`config.mk`:
```
export PLATFORM = sky130hd
export DESIGN_NAME = irq_ctrl_flat
export DESIGN_NICKNAME = d
export VERILOG_FILES = /design/src/rtl/irq_ctrl_pkg.sv /design/src/rtl/irq_ctrl_if.sv /design/src/rtl/irq_sync.sv /design/src/rtl/irq_ctrl.sv /design/src/flat_wrapper.sv
export SDC_FILE = /design/constraint.sdc
export NUM_CORES = 1
export LEC_CHECK = 0
export ABC_AREA = 0
export BUFFER_PORTS_ARGS = -buffer_cell sky130_fd_sc_hd__buf_2
export CAP_MARGIN = 0
export CELL_PAD_IN_SITES_DETAIL_PLACEMENT = 1
export CELL_PAD_IN_SITES_GLOBAL_PLACEMENT = 2
export CORE_ASPECT_RATIO = 2
export CORE_UTILIZATION = 22
export CTS_CLUSTER_SIZE = 25
export DETAILED_ROUTE_END_ITERATION = 12
export PLACE_DENSITY_LB_ADDON = 0.3
export SYNTH_ARGS = -nofsm -noshare
export SYNTH_HDL_FRONTEND = slang
export SYNTH_SLANG_ARGS = --single-unit
```
`constraint.sdc`:
```
create_clock -name i_clk -period 4.34 [get_ports i_clk]
set_clock_uncertainty 0.1 [all_clocks]
set_input_delay 0.651 -clock i_clk [delete_from_list [all_inputs] [get_ports i_clk]]
set_output_delay 0.651 -clock i_clk [all_outputs]
set_load 0.02 [all_outputs]
```
`src/rtl/irq_ctrl_pkg.sv`:
```
// Shared constants, FSM states and helpers for the machine-level interrupt collector.
package irq_ctrl_pkg;

    localparam int unsigned XLEN = 32;

    // mcause exception codes for the three machine interrupt sources
    localparam logic [3:0] IRQ_CODE_MSI = 4'd3;
    localparam logic [3:0] IRQ_CODE_MTI = 4'd7;
    localparam logic [3:0] IRQ_CODE_MEI = 4'd11;

    // Bit positions inside mip / mie
    localparam int unsigned MIP_MSIP = 0;
    localparam int unsigned MIP_MTIP = 1;
    localparam int unsigned MIP_MEIP = 2;

    typedef enum logic [1:0] {
        IRQ_IDLE = 2'b00,
        IRQ_REQ  = 2'b01,
        IRQ_TRAP = 2'b10
    } irq_state_e;

    // Builds an interrupt mcause value: interrupt flag in the MSB, code in [3:0]
    function automatic logic [XLEN-1:0] irq_mcause(input logic [3:0] code);
        logic [XLEN-1:0] cause;
        cause            = '0;
        cause[XLEN-1]    = 1'b1;
        cause[3:0]       = code;
        return cause;
    endfunction

endpackage

```
`src/rtl/irq_ctrl_if.sv`:
```
// Interrupt source, CSR and trap-unit signals of the interrupt collector.
interface irq_ctrl_if;
    import irq_ctrl_pkg::*;

    logic            i_tip;
    logic            i_sip;
    logic            i_eip_async;
    logic            i_gie;
    logic [2:0]      i_mie;
    logic            i_irq_ack;
    logic            i_mret;
    logic [2:0]      o_mip;
    logic            o_irq_req;
    logic [XLEN-1:0] o_irq_cause;

    // Trap unit / CSR side: drives sources and handshakes, observes the request
    modport master (
        output i_tip, i_sip, i_eip_async, i_gie, i_mie, i_irq_ack, i_mret,
        input  o_mip, o_irq_req, o_irq_cause
    );

    // Interrupt collector side
    modport slave (
        input  i_tip, i_sip, i_eip_async, i_gie, i_mie, i_irq_ack, i_mret,
        output o_mip, o_irq_req, o_irq_cause
    );

endinterface

```
`src/rtl/irq_sync.sv`:
```
// Multi-flop synchroniser for the asynchronous external interrupt, with rising-edge detect
// taken at the last synchroniser stage.
module irq_sync #(
    parameter int unsigned SYNC_STAGES = 2
) (
    input  logic i_clk,
    input  logic i_rst,
    input  logic i_async,
    output logic o_level,
    output logic o_rise
);

    logic [SYNC_STAGES-1:0] sync_q;
    logic                   last_q;

    // Shift the async input through the chain; remember the previous last-stage value
    always_ff @(posedge i_clk) begin
        if (i_rst) begin
            sync_q <= '0;
            last_q <= 1'b0;
        end else begin
            sync_q <= {sync_q[SYNC_STAGES-2:0], i_async};
            last_q <= sync_q[SYNC_STAGES-1];
        end
    end

    assign o_level = sync_q[SYNC_STAGES-1];
    assign o_rise  = sync_q[SYNC_STAGES-1] & ~last_q;

endmodule

```
`src/rtl/irq_ctrl.sv`:
```
// Machine-level interrupt collector: registers pending bits, masks and prioritises them, and
// holds one registered trap request until the trap unit takes it; no new request until mret.
module irq_ctrl
    import irq_ctrl_pkg::*;
#(
    parameter int unsigned SYNC_STAGES = 2,
    parameter int unsigned EXT_EDGE    = 0
) (
    input  logic       i_clk,
    input  logic       i_rst,
    irq_ctrl_if.slave  bus
);

    logic            eip_level;
    logic            eip_rise;
    logic            edge_clr;

    logic [2:0]      mip_q, mip_d;
    logic [2:0]      eligible;
    irq_state_e      state_q, state_d;
    logic            req_q, req_d;
    logic [XLEN-1:0] cause_q, cause_d;
    logic [1:0]      src_q, src_d;
    logic [1:0]      best_src;
    logic [3:0]      best_code;
    logic            withdraw;

    irq_sync #(
        .SYNC_STAGES (SYNC_STAGES)
    ) u_sync (
        .i_clk   (i_clk),
        .i_rst   (i_rst),
        .i_async (bus.i_eip_async),
        .o_level (eip_level),
        .o_rise  (eip_rise)
    );

    // The edge-pending latch is cleared only by the ack that takes a latched MEI request
    assign edge_clr = (state_q == IRQ_REQ) && bus.i_irq_ack && (src_q == 2'(MIP_MEIP));

    // Next pending bits; in edge mode MEIP is itself the edge latch (a new edge beats a clear)
    always_comb begin
        mip_d           = '0;
        mip_d[MIP_MSIP] = bus.i_sip;
        mip_d[MIP_MTIP] = bus.i_tip;
        if (EXT_EDGE != 0) begin
            mip_d[MIP_MEIP] = eip_rise | (mip_q[MIP_MEIP] & ~edge_clr);
        end else begin
            mip_d[MIP_MEIP] = eip_level;
        end
    end

    assign eligible = mip_q & bus.i_mie & {3{bus.i_gie}};

    // Fixed priority select: MEI > MSI > MTI
    always_comb begin
        best_src  = 2'(MIP_MTIP);
        best_code = IRQ_CODE_MTI;
        if (eligible[MIP_MEIP]) begin
            best_src  = 2'(MIP_MEIP);
            best_code = IRQ_CODE_MEI;
        end else if (eligible[MIP_MSIP]) begin
            best_src  = 2'(MIP_MSIP);
            best_code = IRQ_CODE_MSI;
        end
    end

    // The latched source is no longer pending, enabled or globally allowed
    assign withdraw = ~mip_q[src_q] | ~bus.i_mie[src_q] | ~bus.i_gie;

    // Request FSM next state; cause and source are only updated when a request is issued
    always_comb begin
        state_d = state_q;
        req_d   = req_q;
        cause_d = cause_q;
        src_d   = src_q;
        unique case (state_q)
            IRQ_IDLE: begin
                req_d = 1'b0;
                if (eligible != 3'b000) begin
                    state_d = IRQ_REQ;
                    req_d   = 1'b1;
                    cause_d = irq_mcause(best_code);
                    src_d   = best_src;
                end
            end
            IRQ_REQ: begin
                // Ack has precedence over a simultaneous withdraw
                if (bus.i_irq_ack) begin
                    state_d = IRQ_TRAP;
                    req_d   = 1'b0;
                end else if (withdraw) begin
                    state_d = IRQ_IDLE;
                    req_d   = 1'b0;
                end
            end
            IRQ_TRAP: begin
                req_d = 1'b0;
                if (bus.i_mret) begin
                    state_d = IRQ_IDLE;
                end
            end
            default: begin
                state_d = IRQ_IDLE;
                req_d   = 1'b0;
            end
        endcase
    end

    // State, pending and request registers
    always_ff @(posedge i_clk) begin
        if (i_rst) begin
            state_q <= IRQ_IDLE;
            mip_q   <= '0;
            req_q   <= 1'b0;
            cause_q <= '0;
            src_q   <= '0;
        end else begin
            state_q <= state_d;
            mip_q   <= mip_d;
            req_q   <= req_d;
            cause_q <= cause_d;
            src_q   <= src_d;
        end
    end

    assign bus.o_mip       = mip_q;
    assign bus.o_irq_req   = req_q;
    assign bus.o_irq_cause = cause_q;

endmodule

```
`src/flat_wrapper.sv`:
```
// flat-port wrapper written by rule: the top's interface ports become plain ports
module irq_ctrl_flat import irq_ctrl_pkg::*;
#(
    parameter int unsigned SYNC_STAGES = 2,
    parameter int unsigned EXT_EDGE    = 0
)
  (i_clk, i_rst, bus_i_tip, bus_i_sip, bus_i_eip_async, bus_i_gie, bus_i_mie, bus_i_irq_ack, bus_i_mret, bus_o_mip, bus_o_irq_req, bus_o_irq_cause);
  irq_ctrl_if bus_i ();
  input  logic i_clk;
  input  logic i_rst;
  input wire logic [$bits(bus_i.i_tip)-1:0] bus_i_tip;
  input wire logic [$bits(bus_i.i_sip)-1:0] bus_i_sip;
  input wire logic [$bits(bus_i.i_eip_async)-1:0] bus_i_eip_async;
  input wire logic [$bits(bus_i.i_gie)-1:0] bus_i_gie;
  input wire logic [$bits(bus_i.i_mie)-1:0] bus_i_mie;
  input wire logic [$bits(bus_i.i_irq_ack)-1:0] bus_i_irq_ack;
  input wire logic [$bits(bus_i.i_mret)-1:0] bus_i_mret;
  output wire logic [$bits(bus_i.o_mip)-1:0] bus_o_mip;
  output wire logic [$bits(bus_i.o_irq_req)-1:0] bus_o_irq_req;
  output wire logic [$bits(bus_i.o_irq_cause)-1:0] bus_o_irq_cause;
  assign bus_i.i_tip = bus_i_tip;
  assign bus_i.i_sip = bus_i_sip;
  assign bus_i.i_eip_async = bus_i_eip_async;
  assign bus_i.i_gie = bus_i_gie;
  assign bus_i.i_mie = bus_i_mie;
  assign bus_i.i_irq_ack = bus_i_irq_ack;
  assign bus_i.i_mret = bus_i_mret;
  assign bus_o_mip = bus_i.o_mip;
  assign bus_o_irq_req = bus_i.o_irq_req;
  assign bus_o_irq_cause = bus_i.o_irq_cause;
  irq_ctrl #(.SYNC_STAGES(SYNC_STAGES), .EXT_EDGE(EXT_EDGE)) u_core (.i_clk(i_clk), .i_rst(i_rst), .bus(bus_i));
endmodule
```
# Word level (Yosys, flattened, before mapping)
# Index checks and enable logic that the tools add are counted.
# classes
order_cmp	1
eq_ne	5
mux	17
bitwise	7
n_reduce_logical	4
# op_table
op	n
$mux W2	5
$and A3 B3 Y3	2
$mux W1	6
$pmux W2 S3	1
$bmux W1 S2	2
$mux W4	1
$lt A2 B3 Y1 const B	1
$mux W3	1
$ne A3 B2 Y1 const B	1
$not A1 Y1	3
$reduce_and A3 Y1	1
$reduce_bool A3 Y1	1
$eq A2 B1 Y1 const B	1
$eq A2 B2 Y1 const B	1
$logic_not A2 Y1	1
$ne A2 B1 Y1 const B	1
$ne A2 B2 Y1 const B	1
$or A1 B1 Y1	2
$pmux W1 S2	1
$reduce_and A2 Y1	1
# word_totals
regBits	15
input_bits	11
out_inout_bits	36
elab_cells	40

# Longest topological paths before layout
# depth
ltp_word	8
ltp_mapped	4
mapped_depth_nobuf	3

# Hierarchy
# From an unflattened synthesis, not the netlist that was laid out.
# unflattened
cells_unflattened	78
hier_area_um2	693.2
# modules_own_cells
mod	instances	cells_each	area_each_um2	seq_area_each_um2
irq_ctrl	1	71	605.6	180.2
irq_sync	1	7	87.6	60.1

# Worst setup path after synthesis
# No wires, ideal clock.
# synth_timing
path_type	input -> register
start	input bus_i_gie
end	register u_core.req_q (netlist: u_core.bus.o_irq_req)
setup_ns	0.075
arrival_time_ns	1.569
required_time_ns	4.165
setup_slack_ns	2.596
cell_stages	3
path_buffers	0
path_cell_list	or3b_1 > or4_4 > o21ai_0
# synth_via
elab_chain_cells	4
elab_cells_between_ends	7
classes_between	eq/ne: 1; mux: 2; bitwise: 3; reduce/logical: 1
# synth_lines
item	line_no	rtl
start, declared	flat_wrapper.sv:14	input wire logic [$bits(bus_i.i_gie)-1:0] bus_i_gie;
$and A3 B3 Y3	irq_ctrl.sv:53	assign eligible = mip_q & bus.i_mie & {3{bus.i_gie}};
$reduce_bool A3 Y1	irq_ctrl.sv:80	if (eligible != 3'b000) begin
$mux W1	irq_ctrl.sv:80	
$pmux W1 S2	irq_ctrl.sv:77	unique case (state_q)
end signal, assigned	irq_ctrl.sv:121	req_q <= req_d;
end, declared	irq_ctrl.sv:21	logic req_q, req_d;
# Parallel ways exist; a longest one is shown, timed or not.
# A chain may end at the register's enable or synchronous reset.

# Final worst setup path
# Ends and elaborated chain as after synthesis.

==> run metrics <==
FP Rows 27; number of max-cap violations 0; Flop pwr share 0.425; vias per cell 3.99; # Post-CTS Setup Buffers 0; DRT Pass-1 Iters 4; post-synthesis xor/xnor area fraction 0; global route overflow 0; critical path fanouts, max 3; reg-to-reg setup timing slack 2810 ps; most frequent cell after synthesis buf_4; sw power 74.8 µW; max-slew violations 0; CP Buf/Inv Count 1; n_diodes 0; combinational share of power 0.178; Iteration-0 DRC Markers 6; total clock sinks 11; status completed; antenna violations before repair 0; H-tree depth 1; Max rail drop VDD 0.219 mV; WL final 1250 µm; Die Area 3230 µm²; Worst Hold Launch u_core.u_sync.sync_q[1]$_SDFF_PP0_; io pins 47; hold buffers post-CTS 0; Total Power 256 µW; Remaining DRCs 0; cell taking the most area after synthesis dfxtp_1; Synth Area in Adders 0; largest buffer count on any clock path 2; clk slew on worst S/H paths 50 ps; Tcrit/Tclk final 0.383; post-synthesis compound-gate area fraction 0.120; top post-synthesis cells by area dfxtp_1 (33%), buf_4 (33%), nor2b_1 (4.7%), and4b_1 (3.0%), a21oi_1 (2.3%); hold path depth 1; post-synth cell types 24; crit end category flop; CTS resizes 0; wire length of the first global-routing pass 1840 µm; Arr. time, crit path 1720 ps; top cell type's share of synthesized area 0.334; CP delay by family, top simple AND/OR/NAND/NOR gates; Mapped Cells 74; Nets 105; RSZ-0062 raised after global routing false; slowest CP cell or4_4; Worst-Skew Late Latency 240 ps; Crit Path Class primary input to flop; Hold Path End u_core.bus.o_mip[2]$_SDFF_PP0_; Worst R2R End u_core.bus.o_irq_req$_SDFFE_PP0P_; syn avg cell area 8.91 µm²; number of synthesized flops with an enable pin 0; Via Count 487; RR Startpoint u_core.state_q[1]$_SDFFE_PP0P_; Final ANT Viol Nets 0; layout cells sized above 1 0.247; TritonCTS clock tree done; Mapped Area 659 µm²; Clk pwr share 0.398; largest net degree at the start of global routing 12; Tmin final 1660 ps; main flop type after synthesis dfxtp_1; FMAX 602 MHz; Final setup viols 0; starting density of the core 0.235; Synth Area in Simple Gates 0.188; number of buffers created by CTS 3; mux share of post-synthesis cell area 0; fin area 712 µm²; largest family of logic cells by synthesized area buffers and inverters; core area 2800 µm²; R2R cell count 3; wire per inst 10.2 µm; PwrDens 359 nW/µm²; CP Launch Type primary input; Root Buffer clkbuf_8; Area growth syn-to-layout 7.97%; synth warn 0; hold crit path type flop to flop; CP startpoint bus_i_gie; Port Buf Inserts 19; Internal 181 µW; DP Wirelength 991 µm; chip height 79.4 µm; Required @ worst endpoint 4400 ps; sequential area share after synthesis 0.334; total track usage 0.0850; DP Area 667 µm²; vias in the first global route 415; Die Wd 40.7 µm; Hold Violations, Final 0; Net Sw Frac 0.293; FFs w/ async S/R, synth 0; leak pwr 0.354 nW; GP Congestion 0.656; TNS Setup 0 ps; top cells by count, synth buf_4 (29), dfxtp_1 (11), nor2b_1 (5); CP peak stage delay 520 ps; Synth Register Bits 11; crit path cell chain buf_2 -> or3b_1 -> or4_4 -> o21ai_0
-- metrics by stage --
stage	instances	hold WS (ps)	setup slack (ps)	utilization
after global routing	122	364	2620	0.254
after detailed placement	118	333	2430	0.238
after global placement	118	321	2470	0.238
after floorplan	100	314	2600	-
final	122	341	2680	0.254
after CTS	122	346	2680	0.254
-- power groups by stage --
stage,Sequential [mW],Clock (mW),Combinational [mW]
floorplan,0.113,0,0.0512
global placement,0.110,0,0.0450
detailed placement,0.110,0,0.0453
CTS,0.108,0.106,0.0454
global route,0.109,0.111,0.0504
finish,0.108,0.102,0.0455
-- metal layers --
metal,wire length (µm),vias up,GRT usage
met5,0,-,0
met4,37,0,0.0600
met3,103,4,0.0251
met2,592,30,0.110
met1,512,219,0.115
li1,-,234,-
-- cell usage in the layout, fill, tap and decap left out, types with 2 or more instances in the layout --
master	n
a21oi_1	3
and4b_1	2
buf_2	19
clkbuf_8	3
conb_1	27
dfxtp_1	11
inv_1	3
nor2b_1	5
nor3b_1	2
o21ai_0	3
-- worst max path at each step --
stage	endpoint	slack [ps]	cells after the start
finish	u_core.bus.o_irq_req$_SDFFE_PP0P_	2680	4
global route	u_core.bus.o_irq_req$_SDFFE_PP0P_	2620	4
CTS	u_core.bus.o_irq_req$_SDFFE_PP0P_	2680	4
detailed placement	u_core.bus.o_irq_req$_SDFFE_PP0P_	2430	4
global placement	u_core.bus.o_irq_req$_SDFFE_PP0P_	2470	4
floorplan	u_core.bus.o_irq_req$_SDFFE_PP0P_	2600	3
-- flip-flops by register name, summed over array words and instances, names as in the netlist --
register / cells
u_core.bus.o_mip: 3
u_core.bus.o_irq_cause: 2
u_core.state_q: 2
u_core.u_sync.sync_q: 2
u_core.bus.o_irq_req: 1
u_core.src_q: 1
-- cell type report --
cell class | instances | area (µm²)
flip-flops and latches | 11 | 220
well taps | 29 | 36.3
fillers | 368 | 2090
inverters | 3 | 11.3
multi-input cells | 56 | 304
clock buffers | 4 | 45.0
repair buffers | 19 | 95.1
-- cell families (layout without fill, tap and decap cells) --
| group | Yosys count | count (layout) |
|---|---|---|
| buffers and inverters | 33 | 26 |
| and+or+nand+nor | 17 | 17 |
| AOI/OAI and AO/OA | 12 | 12 |
| DFF | 11 | 11 |
| other | 1 | 27 |
-- worst reg2reg max path: cells and delay by family (launching register included) --
family,cells,cell delay (ps)
AO/OA/AOI/OAI,1,90
flip-flops,1,330
AND/OR/NAND/NOR,2,930
(Power assumes the default switching activity.)
